==> src/rtl/secuenciador_control.sv <==
// secuenciador_control: multi-cycle fetch/decode/exec/pc-update sequencer.
// Drives PC strobes, fetch handshake and write-back enables.
module secuenciador_control #(
    parameter int OPW         = 5,
    parameter int MEM_TIMEOUT = 15
) (
    input  logic           CLK,
    input  logic           RESET,
    input  logic           RUN,
    input  logic           STEP_MODE,
    input  logic           STEP,
    input  logic           MEM_READY,
    input  logic [OPW-1:0] OPCODE,
    input  logic [2:0]     COND,
    input  logic [3:0]     FLAGS,
    output logic           MEM_REQ,
    output logic           IR_LOAD,
    output logic           REG_WE,
    output logic           FLAGS_LOAD,
    output logic           WPC,
    output logic           UC,
    output logic           ALU_TAKEN,
    output logic           HALTED,
    output logic           ERROR,
    output logic [2:0]     STATE
);

    typedef enum logic [2:0] {
        S_IDLE   = 3'd0,
        S_FETCH  = 3'd1,
        S_DECODE = 3'd2,
        S_EXEC   = 3'd3,
        S_PCUPD  = 3'd4,
        S_PAUSE  = 3'd5,
        S_HALT   = 3'd6,
        S_ERR    = 3'd7
    } state_t;

    typedef enum logic [2:0] {
        C_NOP   = 3'd0,
        C_ALU   = 3'd1,
        C_JMP   = 3'd2,
        C_BCOND = 3'd3,
        C_HALT  = 3'd4,
        C_ILL   = 3'd5
    } cls_t;

    localparam logic [7:0] LAST_WAIT = 8'(MEM_TIMEOUT - 1);

    state_t      state, state_n;
    cls_t        cls, op_cls;
    logic        taken, cond_true;
    logic [7:0]  wait_cnt;
    logic [31:0] op_u;

    // Classify the opcode currently presented by the instruction register.
    always_comb begin
        op_u   = 32'(OPCODE);
        op_cls = C_ILL;
        unique case (1'b1)
            (op_u == 32'd0):                    op_cls = C_NOP;
            (op_u >= 32'd1 && op_u <= 32'd15):  op_cls = C_ALU;
            (op_u == 32'd16):                   op_cls = C_JMP;
            (op_u == 32'd17):                   op_cls = C_BCOND;
            (op_u == 32'd18):                   op_cls = C_HALT;
            default:                            op_cls = C_ILL;
        endcase
    end

    // Evaluate the branch condition against {N,Z,C,V}.
    always_comb begin
        cond_true = 1'b0;
        unique case (COND)
            3'd0: cond_true = FLAGS[2];
            3'd1: cond_true = !FLAGS[2];
            3'd2: cond_true = FLAGS[3] ^ FLAGS[0];
            3'd3: cond_true = !(FLAGS[3] ^ FLAGS[0]);
            3'd4: cond_true = FLAGS[1];
            3'd5: cond_true = !FLAGS[1];
            3'd6: cond_true = FLAGS[3];
            3'd7: cond_true = 1'b1;
        endcase
    end

    // State register.
    always_ff @(posedge CLK) begin
        if (RESET) state <= S_IDLE;
        else       state <= state_n;
    end

    // Wait counter runs only in FETCH; class/taken captured in DECODE.
    always_ff @(posedge CLK) begin
        if (RESET) begin
            wait_cnt <= '0;
            cls      <= C_NOP;
            taken    <= 1'b0;
        end else begin
            if (state != S_FETCH)
                wait_cnt <= '0;
            else if (!MEM_READY)
                wait_cnt <= wait_cnt + 8'd1;
            if (state == S_DECODE) begin
                cls   <= op_cls;
                taken <= (op_cls == C_BCOND) && cond_true;
            end
        end
    end

    // Next-state logic; RUN is only looked at between instructions.
    always_comb begin
        state_n = state;
        unique case (state)
            S_IDLE:
                if (RUN) state_n = S_FETCH;
            S_FETCH:
                if (MEM_READY)                  state_n = S_DECODE;
                else if (wait_cnt == LAST_WAIT) state_n = S_ERR;
            S_DECODE:
                if (op_cls == C_ILL)       state_n = S_ERR;
                else if (op_cls == C_HALT) state_n = S_HALT;
                else                       state_n = S_EXEC;
            S_EXEC:
                state_n = S_PCUPD;
            S_PCUPD:
                if (!RUN)          state_n = S_IDLE;
                else if (STEP_MODE) state_n = S_PAUSE;
                else               state_n = S_FETCH;
            S_PAUSE:
                if (STEP)      state_n = S_FETCH;
                else if (!RUN) state_n = S_IDLE;
            S_HALT:  state_n = S_HALT;
            S_ERR:   state_n = S_ERR;
            default: state_n = S_ERR;
        endcase
    end

    // Moore outputs, except IR_LOAD which follows the fetch handshake.
    always_comb begin
        MEM_REQ    = (state == S_FETCH);
        IR_LOAD    = (state == S_FETCH) && MEM_READY;
        REG_WE     = (state == S_EXEC) && (cls == C_ALU);
        FLAGS_LOAD = (state == S_EXEC) && (cls == C_ALU);
        WPC        = (state == S_PCUPD);
        UC         = (state == S_PCUPD) && (cls == C_JMP);
        ALU_TAKEN  = (state == S_PCUPD) && (cls == C_BCOND) && taken;
        HALTED     = (state == S_HALT);
        ERROR      = (state == S_ERR);
        STATE      = state;
    end

endmodule

==> config.mk <==
export PLATFORM = sky130hd
export DESIGN_NAME = secuenciador_control
export DESIGN_NICKNAME = d
export VERILOG_FILES = /design/src/rtl/secuenciador_control.sv
export SDC_FILE = /design/constraint.sdc
export NUM_CORES = 1
export LEC_CHECK = 0
export BUFFER_PORTS_ARGS = -buffer_cell sky130_fd_sc_hd__buf_2
export CORE_ASPECT_RATIO = 1.25
export CORE_MARGIN = 2
export CORE_UTILIZATION = 49
export CTS_CLUSTER_DIAMETER = 50
export CTS_CLUSTER_SIZE = 24
export DETAILED_ROUTE_END_ITERATION = 7
export GPL_TIMING_DRIVEN = 0
export PLACE_DENSITY = 0.88
export SLEW_MARGIN = 10
export SYNTH_ARGS = -nofsm -noshare
export SYNTH_HDL_FRONTEND = slang
export SYNTH_SLANG_ARGS = --single-unit
export TNS_END_PERCENT = 5
==> constraint.sdc <==
create_clock -name CLK -period 4.1 [get_ports CLK]
set_clock_uncertainty 0.05 [all_clocks]
set_input_delay 0.205 -clock CLK [delete_from_list [all_inputs] [get_ports CLK]]
set_output_delay 0.205 -clock CLK [all_outputs]
set_load 0.01 [all_outputs]
After elaboration in Yosys (flattened, before gate mapping)
Cells that the tools add are included.
{"block": "word_totals", "mem_count": 0, "ff_bits": 15, "mem_bits_rw": 0, "out_inout_bits": 12, "rom_bits": 0, "latchBits": 0, "elab_cells": 63}
{"block": "classes", "n_reduce_logical": 15, "n_eq_ne": 28, "shifts": 0, "bitwise": 1, "n_div": 0, "n_addsub": 1, "magnitude_cmp": 2, "muxes": 12, "n_mul": 0}
{"cell": "equality test 3 bit (second input constant)", "count": 10}
{"cell": "two-way mux 3 bit", "count": 9}
{"cell": "one-hot mux 3 bit (8 select lines)", "count": 1}
{"cell": "equality test 3 x 2 -> 1 bit (second input constant)", "count": 7}
{"cell": "equality test 5 bit (second input constant)", "count": 3}
{"cell": "one-hot mux 3 bit (5 select lines)", "count": 1}
{"cell": "equality test 3 x 1 -> 1 bit (second input constant)", "count": 3}
{"cell": "adder 8 x 1 -> 8 bit (second input constant)", "count": 1}
{"cell": "equality test 8 x 4 -> 1 bit (second input constant)", "count": 1}
{"cell": "one-hot mux 1 bit (8 select lines)", "count": 1}
{"cell": "logical AND 1 bit", "count": 7}
{"cell": "logical NOT 3 bit", "count": 2}
{"cell": "greater-or-equal comparator 5 x 1 -> 1 bit (second input constant)", "count": 1}
{"cell": "less-or-equal comparator 5 x 4 -> 1 bit (second input constant)", "count": 1}
{"cell": "logical NOT 5 bit", "count": 1}
{"cell": "logical NOT 1 bit", "count": 3}
{"cell": "!= test 3 x 1 -> 1 bit (second input constant)", "count": 1}
{"cell": "!= test 3 x 2 -> 1 bit (second input constant)", "count": 1}
{"cell": "!= test 3 bit (second input constant)", "count": 1}
{"cell": "AND reduction 3 bit", "count": 1}
{"cell": "!= test 2 bit (second input constant)", "count": 1}
{"cell": "OR reduction 2 bit", "count": 1}
{"cell": "bitwise XOR 1 bit", "count": 1}

Logic depth before layout (Yosys ltp)
Gate-level depths: netlist of the first run.
{"block": "depth", "word_depth": 7, "mapped_depth": 6, "mapped_depth_nobuf": 6}

Least setup slack after synthesis of the first run
No wires, ideal clock.
{"block": "synth_timing", "kind": "reg2out", "from": "reg state[2] (netlist: STATE[2])", "to": "out UC", "arrival_time_ns": 1.244, "t_required_ns": 3.845, "stages_incl_launch_ff": 6, "n_path_buf": 2, "slack_ns": 2.601, "path_cell_list": "dfxtp_1 -> buf_6 -> buf_2 -> and3_1 -> nand2_1 -> nor3_1"}
{"block": "synth_between", "elab_chain_len": 2}
{"element": "from (decl)", "line_no": "50", "source": "state_t state, state_n;"}
{"element": "from (signal assigned)", "line_no": "88", "source": "else state <= state_n;"}
{"element": "equality test 3 bit"}
{"element": "net WPC", "line_no": "20", "source": "output logic WPC,"}
{"element": "logical AND 1 bit", "line_no": "144", "source": "UC = (state == S_PCUPD) && (cls == C_JMP);"}
{"element": "to (decl)", "line_no": "21", "source": "output logic UC,"}
The timed path passes the listed nets, and every way through them passes these cells.

Final worst setup path of the first run
{"block": "layout_timing", "from": "reg state[2] (netlist: STATE[2])", "to": "out UC"}
{"block": "layout_between", "elab_chain_len": 2}
{"element": "equality test 3 bit", "line_no": "144"}
{"element": "logical AND 1 bit", "line_no": "144"}
Every way passes these cells.

==> metrics.cfg, run 1 <==
[outcome]
status = completed

[setup_path]
cp-end-kind = primary output
critPathKind = register to primary output
crit_required_ns = 3.85
cp.arrival_ns = 1.52
startpoint_type = register
crit_path_max_fanout = 10

[drt]
wl_per_cell_um = 12.4
drc_errors = 0
drtPass1Iterations = 4
ant_nets = 0
num_vias = 959
wl_um = 2060
drtIter0Drc = 22
vias_per_cell = 5.78

[flow_run]
drv_cap = 0

[timing]
min_period_over_period_pct = 43.2
hold_viol = 0
drv_slew = 0
slew_headroom_pct = 70.0
hold_ws_ns = 0.158
fin_setup_tns_ns = 0
clock.fmax_mhz = 565
setup_viol = 0
worstMarginPinSlew_ns = 0.439
finalWorstSetupSlack_ns = 2.33
fin_crit_ns = 1.77
rsz0062_at_grt = no

[synthesis]
synthCells = 116
synth_top_flop_cell = dfxtp_1
synth_area_um2 = 953
avgSynthCellArea_um2 = 8.22
synth_cell_type_count = 37
synth.net_count = 136
ys_ff_latch = 15
synth_edf_count = 0
async_flop_share_pct = 0
yosysSeqAreaShare_pct = 31.5
ys_warn_count = 0

[cts]
cts_resized = 0
cts_made_buffers = 3
htree_levels = 1
insertion_delay_ns = 0.30
cts_root_buf = clkbuf_4
cts.reportedPaths.clkPinSlew_ns = 0.09
cts-hold-fix-buffers = 0
cts_sinks = 15
clockBufferDepth = 2
cts_tree = done
cts_setup_buffers = 0

[floorplanning]
num_rows = 17
num_io_pins = 30
start_util_pct = 52.7
die_y_um = 53.3
die_area_um2 = 2320
die_x_um = 43.5
core_area_um2 = 1810

[layout]
synthToLayoutAreaGrowth_pct = 19.4
drive_gt1_share_pct = 25.9
diodes = 0
fin_nets = 168
stdcell_area_um2 = 1140

[global_route]
grt_pass1_wl_um = 3420
antenna_found_initial = 0
grt_max_degree = 11
grt_pass1_vias = 853
grt_usage_pct = 19.8
grt_overflow_total = 0

[placement]
place_worst_setup_slack_ns = 2.45
hpwl_um = 1620
gp_congestion = 0.823
place_area_um2 = 1110
io_buffer_count = 27

[hold_path]
min_path_type = primary input to register

[pwr]
power.density_nw_per_um2 = 323
ir_worst_vdd_mv = 0.238
p_leak_uw = 0.000492

## state kept, by name, summed over array words and instances (netlist names)
| register | flops |
|---|---|
| cls | 3 |
| taken | 1 |
| STATE | 3 |
| wait_cnt | 8 |
## layer usage
layer / track usage [%] / vias to the layer above / routed length (µm)
met3: 4.78 / 5 / 117
met2: 34.1 / 34 / 1010
met4: 6.57 / 0 / 35
li1: - / 480 / -
met5: 0 / - / 0
met1: 23.9 / 440 / 898
## stage by stage
step,utilization [%],total power [µW],cells
3_3_place_gp,61.5,275,162
4_1_cts,63.0,367,166
5_1_grt,63.0,385,166
3_5_place_dp,61.5,281,162
2_1_floorplan,-,244,116
6_report,63.0,368,166
## area by class of cell
class | instances | area, µm²
plain buffers | 8 | 50.0
clock buffers | 4 | 26.3
fillers | 154 | 669
inverters | 4 | 15.0
multi-input cells | 89 | 588
flip-flops and latches | 15 | 300
well taps | 19 | 23.8
repair buffers | 27 | 135
## power by group
| group | total (µW) | internal (µW) | switching [µW] |
|---|---|---|---|
| clock | 88.9 | 38.0 | 50.9 |
| combinational | 120 | 50.6 | 69.4 |
| sequential | 159 | 154 | 5.19 |
| total | 368 | 242 | 125 |
## kinds of logic after synthesis
| logic type | count (synthesis) | synth area share [%] |
|---|---|---|
| XOR/XNOR | 9 | 8.27 |
| AO/OA/AOI/OAI | 21 | 16.4 |
| flip-flops | 15 | 31.5 |
| adder cells (fa/ha/maj) | 2 | 2.62 |
| AND/OR/NAND/NOR | 57 | 34.4 |
| buffers and inverters | 12 | 6.82 |
## final timing paths
kind / end / startpoint / depth (start not counted) / slack [ns]
worst min register to register: cls[1] / cls[1] / 2 / 0.45
worst max-delay path: UC / STATE[2] / 6 / 2.33
worst max register to register: STATE[2] / wait_cnt[0] / 6 / 2.47
worst min-delay path: cls[1] / OPCODE[4] / 3 / 0.16
## synth_stat cells, types with 3 or more instances
cell,n,area (µm²)
xnor2_1,4,35.0
dfxtp_1,15,300
xor2_1,5,43.8
buf_4,3,22.5
a21oi_1,6,30.0
inv_1,4,15.0
nor3b_1,3,22.5
clkbuf_1,3,11.3
and3_1,4,25.0
nor2b_1,5,31.3
o21ai_0,3,15.0
nand3_1,6,30.0
nand2b_1,4,25.0
nor2_1,14,52.6
nor3_1,8,40.0
nand2_1,4,15.0
## critical path: stages (launching register included)
cell and delay [ns]:
dfxtp_1 0.35, buf_6 0.13, buf_2 0.19, and3_1 0.19, nand2_1 0.07, nor3_1 0.13
buf_2 0.16
## cells in the final DEF, fill, tap and decap left out, types with 2 or more instances in the layout
cell / n
a21oi_1: 6
nor2b_1: 5
xor2_1: 5
buf_4: 3
nand2b_1: 4
nand4b_1: 2
inv_1: 4
nor3b_1: 3
buf_2: 28
nand2_1: 4
clkbuf_1: 4
dfxtp_1: 15
clkbuf_4: 3
nor2_1: 14
nor3_1: 8
and3_1: 4
o21ai_0: 3
xnor2_1: 4
a211oi_1: 2
nand3b_1: 2
nand3_1: 6
ha_1: 2
(Power assumes the default switching activity.)
==> inputs of run 2 (changes only) <==
--- a/config.mk
+++ b/config.mk
@@ -5,6 +5,7 @@
 export SDC_FILE = /design/constraint.sdc
 export NUM_CORES = 1
 export LEC_CHECK = 0
+export ABC_AREA = 1
 export BUFFER_PORTS_ARGS = -buffer_cell sky130_fd_sc_hd__buf_2
 export CORE_ASPECT_RATIO = 1.25
 export CORE_MARGIN = 2
==> constraint.sdc (replaced) <==
create_clock -name CLK -period 1.8 [get_ports CLK]
set_clock_uncertainty 0.05 [all_clocks]
set_input_delay 0.09 -clock CLK [delete_from_list [all_inputs] [get_ports CLK]]
set_output_delay 0.09 -clock CLK [all_outputs]
set_load 0.01 [all_outputs]
==> run 2 against run 1 <==
Effect of this change:
- register-to-register slack got worse by 2.0 ns
- combinational power rose to 4.4 times the previous value
- synthesized cell count increased by 24%
- hold slack got worse by 0.14 ns
- clock power increased by 110%
- final cell count is 19% higher
- largest cell class unchanged
- largest power group is now combinational logic
- highest routed layer unchanged
==> metrics.cfg, run 2 <==
[placement]
hpwl_um = 1790  ; +10%
place_area_um2 = 1140  ; +2.6%
place_worst_setup_slack_ns = 0.492  ; -1.96 ns
io_buffer_count = 29  ; +7.4%
gp_congestion = 0.892  ; +8.3%

[cts]
cts_tree = done
cts_root_buf = clkbuf_4
cts-hold-fix-buffers = 0  ; unchanged
htree_levels = 1  ; unchanged
cts_sinks = 15  ; unchanged
cts_made_buffers = 3  ; unchanged
cts_resized = 0  ; unchanged
cts_setup_buffers = 0  ; unchanged
insertion_delay_ns = 0.28  ; -0.02 ns
cts.reportedPaths.clkPinSlew_ns = 0.08  ; about the same
clockBufferDepth = 2  ; unchanged

[setup_path]
slowest_delay_ns = 0.41  ; +0.06 ns
r2r_start = STATE[0]
startpoint_type = register
cp.arrival_ns = 1.45  ; -0.07 ns
crit_chain = inv_2, nand3_1, inv_1, nand2_1, nor3b_1, buf_2
crit_required_ns = 1.66  ; -2.19 ns
rr_worst_depth = 7  ; +1
slowest_stage = dfxtp_1
crit_path_max_fanout = 8  ; -2
startpoint = STATE[0]
cp.depth = 6  ; unchanged
rr_endpoint = STATE[0]
crit_family = flip-flops
r2r_slack_ns = 0.48  ; -1.99 ns
cp-end-kind = primary output
critPathKind = register to primary output
path_buf_inv = 3  ; unchanged

[hold_path]
min_to = cls[1]
min_path_type = primary input to register
hold_start = RESET
hold_path_depth = 2  ; -1

[layout]
fin_nets = 198  ; +18%
diodes = 0  ; unchanged
top_register = wait_cnt
fill_cells = 186  ; +21%
stdcell_area_um2 = 1170  ; +2.5%
synthToLayoutAreaGrowth_pct = 20.2
final_cell_mix = 29 x buf_2, 23 x nand2_1, 19 x inv_1
finalCoreUtilization_pct = 61.0  ; -2.0 points
drive_gt1_share_pct = 30.5  ; +4.7 points
mostFrequentLayoutCell = buf_2
largest_reg_flops = 8  ; unchanged

[synthesis]
synth.net_count = 164  ; +21%
synth_cell_type_count = 27  ; -27%
netlist.area_leader.share_pct = 30.9  ; -0.57 points
synth.cells.most_frequent = 23 x nand2_1, 19 x inv_1, 16 x nor2_1
synth.most_common_cell = nand2_1
async_flop_share_pct = 0  ; unchanged
ys_warn_count = 0  ; unchanged
synth_area_um2 = 971  ; +1.8%
yosysSeqAreaShare_pct = 30.9  ; -0.57 points
synth_top_flop_cell = dfxtp_1
synthTopCellsByArea = dfxtp_1 31%, nand2_1 8.9%, inv_1 7.3%, a21oi_1 6.2%, nor2_1 6.2%
synthCells = 144  ; +24%
synth_top_area_cell = dfxtp_1
ys_ff_latch = 15  ; unchanged
avgSynthCellArea_um2 = 6.74  ; -18%
synth_edf_count = 0  ; unchanged

[drt]
drtPass1Iterations = 4  ; unchanged
ant_nets = 0  ; unchanged
num_vias = 1050  ; +9.5%
wl_um = 2200  ; +6.9%
drtIter0Drc = 21  ; -4.5%
drc_errors = 0  ; unchanged
vias_per_cell = 5.33  ; -7.7%
wl_per_cell_um = 11.2  ; -9.9%

[global_route]
met1_usage_pct = 22.5  ; -1.4 points
grt-busiest-layer = met2
grt_use_met3_pct = 4.36  ; -0.42 points
grt_overflow_total = 0  ; unchanged
grt_usage_pct = 21.0  ; +1.2 points
grt_pass1_wl_um = 3720  ; +8.7%
grt_pass1_vias = 952  ; +12%
grt_use_met2_pct = 36.5  ; +2.4 points
antenna_found_initial = 0  ; unchanged
grt_max_degree = 9  ; -2

[pwr]
ir_worst_vdd_mv = 0.597  ; +150%
power.density_nw_per_um2 = 1000  ; +210%
p_leak_uw = 0.000547  ; +11%

[floorplanning]
die_y_um = 53.8  ; +0.85%
core_area_um2 = 1910  ; +5.9%
die_area_um2 = 2360  ; +1.7%
die_x_um = 43.8  ; +0.83%
num_rows = 18  ; +1
start_util_pct = 50.7  ; -2.0 points
num_io_pins = 30  ; unchanged

[timing]
worstMarginPinSlew_ns = 0.357  ; -0.0825 ns
finalWorstSetupSlack_ns = 0.212  ; -2.12 ns
hold_viol = 0  ; unchanged
rsz0062_at_grt = no
min_period_over_period_pct = 88.2
fin_setup_tns_ns = 0  ; unchanged
clock.fmax_mhz = 630
fin_crit_ns = 1.59
slew_headroom_pct = 76.0  ; +6.1 points
drv_slew = 0  ; unchanged
setup_viol = 0  ; unchanged

[flow_run]
drv_cap = 0  ; unchanged

[outcome]
status = completed

[run 2: cell types whose count changed after synthesis, moves of 3 or more]
cell,change
nand2_1,+19
inv_1,+15
a21oi_1,+6
inv_2,+6
nand4_1,+5
nor2b_1,-5
and3_1,-4
nand2b_1,-4
nand3_1,+4
nor2_2,+4
xnor2_1,-4
xor2_1,-4
clkbuf_1,-3
[run 2: worst max path at each step]
stage                     end  slack, ns
finish              ALU_TAKEN       0.21
global route        ALU_TAKEN       0.08
CTS                 ALU_TAKEN       0.20
detailed placement   STATE[0]       0.49
global placement     STATE[0]       0.53
floorplan              REG_WE       0.49
[run 2: per-layer routing]
layer | vias to the layer above | wire length [µm] | share of wire [%]
met5 | - | 0 | 0
met4 | 0 | 80 | 3.6
met3 | 9 | 100 | 4.5
met2 | 29 | 1100 | 50
met1 | 469 | 913 | 42
li1 | 543 | - | -
[run 2: per-stage QoR]
step | hold WS [ns] | total power (µW) | cells
2_1_floorplan | 0.109 | 834 | 144
3_3_place_gp | 0.302 | 970 | 193
3_5_place_dp | 0.311 | 987 | 193
4_1_cts | 0.00766 | 1180 | 197
5_1_grt | 0.0147 | 1270 | 197
6_report | 0.0210 | 1170 | 197
[run 2: kinds of logic (layout without fill, tap and decap cells)]
| group | Yosys count | in the layout | share of synthesized area [%] |
|---|---|---|---|
| compound gates | 21 | 21 | 12.2 |
| xor+xnor | 1 | 1 | 0.902 |
| fa+ha+maj | 2 | 2 | 2.58 |
| buf+inv | 26 | 59 | 10.4 |
| flops | 15 | 15 | 30.9 |
| simple gates | 79 | 79 | 42.9 |
[run 2: area by class of cell]
class,instances,area (µm²),share of cell area (%)
clock buffers,4,26.3,2.25
well taps,20,25.0,2.14
multi-input cells,103,569,48.8
repair buffers,29,145,12.4
plain buffers,1,7.51,0.643
flip-flops and latches,15,300,25.7
inverters,25,93.8,8.04
[run 2: report_power, final]
group	internal (µW)	leakage [µW]	switching, µW
clock network	86.0	0.0000150	103
registers	375	0.000122	74.6
logic	210	0.000410	319
total	671	0.000547	496
[run 2: worst reg2reg max path: stages (launching register included)]
cell and delay, ns:
dfxtp_1 0.52, inv_2 0.11, nand3_4 0.13, inv_2 0.07, o21ai_1 0.10, nand3b_1 0.10
nor2_1 0.10, nor2_1 0.04
==> inputs of run 3 (changes only) <==
--- a/config.mk
+++ b/config.mk
@@ -7,9 +7,11 @@
 export LEC_CHECK = 0
 export ABC_AREA = 1
 export BUFFER_PORTS_ARGS = -buffer_cell sky130_fd_sc_hd__buf_2
+export CELL_PAD_IN_SITES_DETAIL_PLACEMENT = 0
+export CELL_PAD_IN_SITES_GLOBAL_PLACEMENT = 2
 export CORE_ASPECT_RATIO = 1.25
 export CORE_MARGIN = 2
-export CORE_UTILIZATION = 49
+export CORE_UTILIZATION = 26
 export CTS_CLUSTER_DIAMETER = 50
 export CTS_CLUSTER_SIZE = 24
 export DETAILED_ROUTE_END_ITERATION = 7
==> run 3 against run 2 <==
Effect of this change:
- the flow now finishes with violations (DRC)
- power grew 7.6%
- sequential cell count is the same
- combinational power grew 1%
- die area grew 80%
- via count shrank 1.8%
- cell area grew 3.8%
- critical endpoint unchanged
- sequential share of layout area shrank 0.93 points
- fmax grew 4.3%
- clock power grew 43%
- wire length grew 0.64%
- register-to-register slack is essentially flat
==> metrics.cfg, run 3 (synthesis results as in run 2) <==
[outcome]
status = finished with violations
violations = DRC

[layout]
synthToLayoutAreaGrowth_pct = 24.7
fill_cells = 397  ; +110%
final_cell_mix = 29 x buf_2, 23 x nand2_1, 19 x inv_1
fin_nets = 198  ; unchanged
drive_gt1_share_pct = 31.1  ; +0.56 points
fin_cells = 216  ; +9.6%
mostFrequentLayoutCell = buf_2
finalCoreUtilization_pct = 34.2  ; -27 points
largest_reg_flops = 8  ; unchanged
regArea_um2 = 300  ; unchanged
multi_input_area_um2 = 569  ; unchanged
top_register = wait_cnt
diodes = 0  ; unchanged

[setup_path]
slowest_delay_ns = 0.40  ; about the same
rr_worst_depth = 7  ; unchanged
startpoint = STATE[0]
r2r_start = STATE[0]
cp-end-kind = primary output
cp.arrival_ns = 1.38  ; -0.07 ns
critPathKind = register to primary output
rr_endpoint = STATE[0]
crit_end = ALU_TAKEN
r2r_slack_ns = 0.48  ; about the same
crit_chain = inv_2, nand3_1, inv_1, nand2_1, nor3b_1, buf_2
crit_path_max_fanout = 8  ; unchanged
crit_required_ns = 1.66  ; about the same
startpoint_type = register
slowest_stage = dfxtp_1

[cts]
clockBufferDepth = 2  ; unchanged
cts_root_buf = clkbuf_8
htree_levels = 1  ; unchanged
cts.reportedPaths.clkPinSlew_ns = 0.06  ; -0.02 ns
cts_tree = done
insertion_delay_ns = 0.24  ; -0.04 ns
cts_sinks = 15  ; unchanged
cts-hold-fix-buffers = 0  ; unchanged
cts_resized = 0  ; unchanged
cts_setup_buffers = 0  ; unchanged
cts_made_buffers = 3  ; unchanged

[timing]
clock.fmax_mhz = 657  ; +4.3%
setup_viol = 0  ; unchanged
fin_crit_ns = 1.52  ; -0.0658 ns
worstMarginPinSlew_ns = 0.368  ; +0.0111 ns
hold_viol = 0  ; unchanged
drv_slew = 0  ; unchanged
min_period_over_period_pct = 84.5  ; -3.7 points
slew_headroom_pct = 75.3  ; -0.74 points
hold_ws_ns = 0.0429  ; +0.0220 ns
rsz0062_at_grt = no
fin_setup_tns_ns = 0  ; unchanged
finalWorstSetupSlack_ns = 0.278  ; +0.0658 ns

[drt]
drtPass1Iterations = 6  ; +2
ant_nets = 0  ; unchanged
wl_um = 2210  ; +0.64%
vias_per_cell = 4.77  ; -10%
num_vias = 1031  ; -1.8%
drc_errors = 2  ; +2
wl_per_cell_um = 10.2  ; -8.2%
drtIter0Drc = 46  ; +120%

[placement]
io_buffer_count = 29  ; unchanged
place_worst_setup_slack_ns = 0.490  ; -0.00191 ns
gp_congestion = 0.773  ; -13%
hpwl_um = 1810  ; +1.5%
dpl.cell_count = 212  ; +9.8%

[floorplanning]
start_util_pct = 27.4  ; -23 points
die_area_um2 = 4240  ; +80%
num_rows = 24  ; +6
die_y_um = 72.3  ; +34%
core_area_um2 = 3540  ; +85%
die_x_um = 58.7  ; +34%
num_io_pins = 30  ; unchanged

[global_route]
grt_pass1_vias = 915  ; -3.9%
grt_max_degree = 10  ; +1
grt_pass1_wl_um = 3680  ; -0.94%
grt_overflow_total = 0  ; unchanged
met1_usage_pct = 12.8  ; -9.7 points
grt_use_met2_pct = 19.2  ; -17 points
antenna_found_initial = 0  ; unchanged
grt-busiest-layer = met2
grt_use_met3_pct = 1.78  ; -2.6 points
grt_usage_pct = 10.8  ; -10 points

[pwr]
ir_worst_vdd_mv = 0.455  ; -24%
power.density_nw_per_um2 = 1040  ; +3.7%
p_leak_uw = 0.000557  ; +1.9%

[flow_run]
drv_cap = 0  ; unchanged

[hold_path]
min_path_type = primary input to register

## run 3: cell count changes in the layout (fill, tap and decap cells not counted), sizes merged
cell | previous run | this run
clkbuf | 4 | 3
clkinv | 0 | 1
## run 3: how the worst min path moves through the flow
| stage | slack (ns) | end | depth (start not counted) | start |
|---|---|---|---|---|
| floorplan | 0.11 | cls[1] | 1 | RESET |
| global placement | 0.30 | taken | 2 | RESET |
| detailed placement | 0.30 | cls[1] | 2 | RESET |
| CTS | 0.04 | cls[1] | 2 | RESET |
| global route | 0.05 | taken | 2 | RESET |
| finish | 0.04 | cls[1] | 2 | RESET |
## run 3: worst max-delay path, delay by kind of cell, from the launching register on
family | cells | cell delay (ns)
flops | 1 | 0.40
buf+inv | 3 | 0.40
simple gates | 3 | 0.34
## run 3: stage by stage
step | total power, µW | area [µm²]
2_1_floorplan | 834 | 971
4_1_cts | 1270 | 1210
6_report | 1260 | 1210
5_1_grt | 1360 | 1210
3_5_place_dp | 996 | 1160
3_3_place_gp | 992 | 1160
## run 3: power by group
part,switching (µW),leakage [µW],internal [µW]
Combinational,326,0.000410,210
Sequential,73.7,0.000122,376
Clock,118,0.0000255,153
Total,517,0.000557,739
## run 3: area by class of cell
type	instances	share of cell area, %
buffer	1	0.620
clock buffer	3	3.41
clock inverter	1	0.413
inverter	25	7.75
multi-input combinational	103	47.0
sequential	15	24.8
tap	39	4.03
timing repair buffer	29	12.0
## run 3: layer usage
| layer | wire, µm | part of all wire [%] |
|---|---|---|
| met4 | 25 | 1.1 |
| met1 | 1000 | 45 |
| met3 | 114 | 5.2 |
| met5 | 0 | 0 |
| met2 | 1070 | 48 |
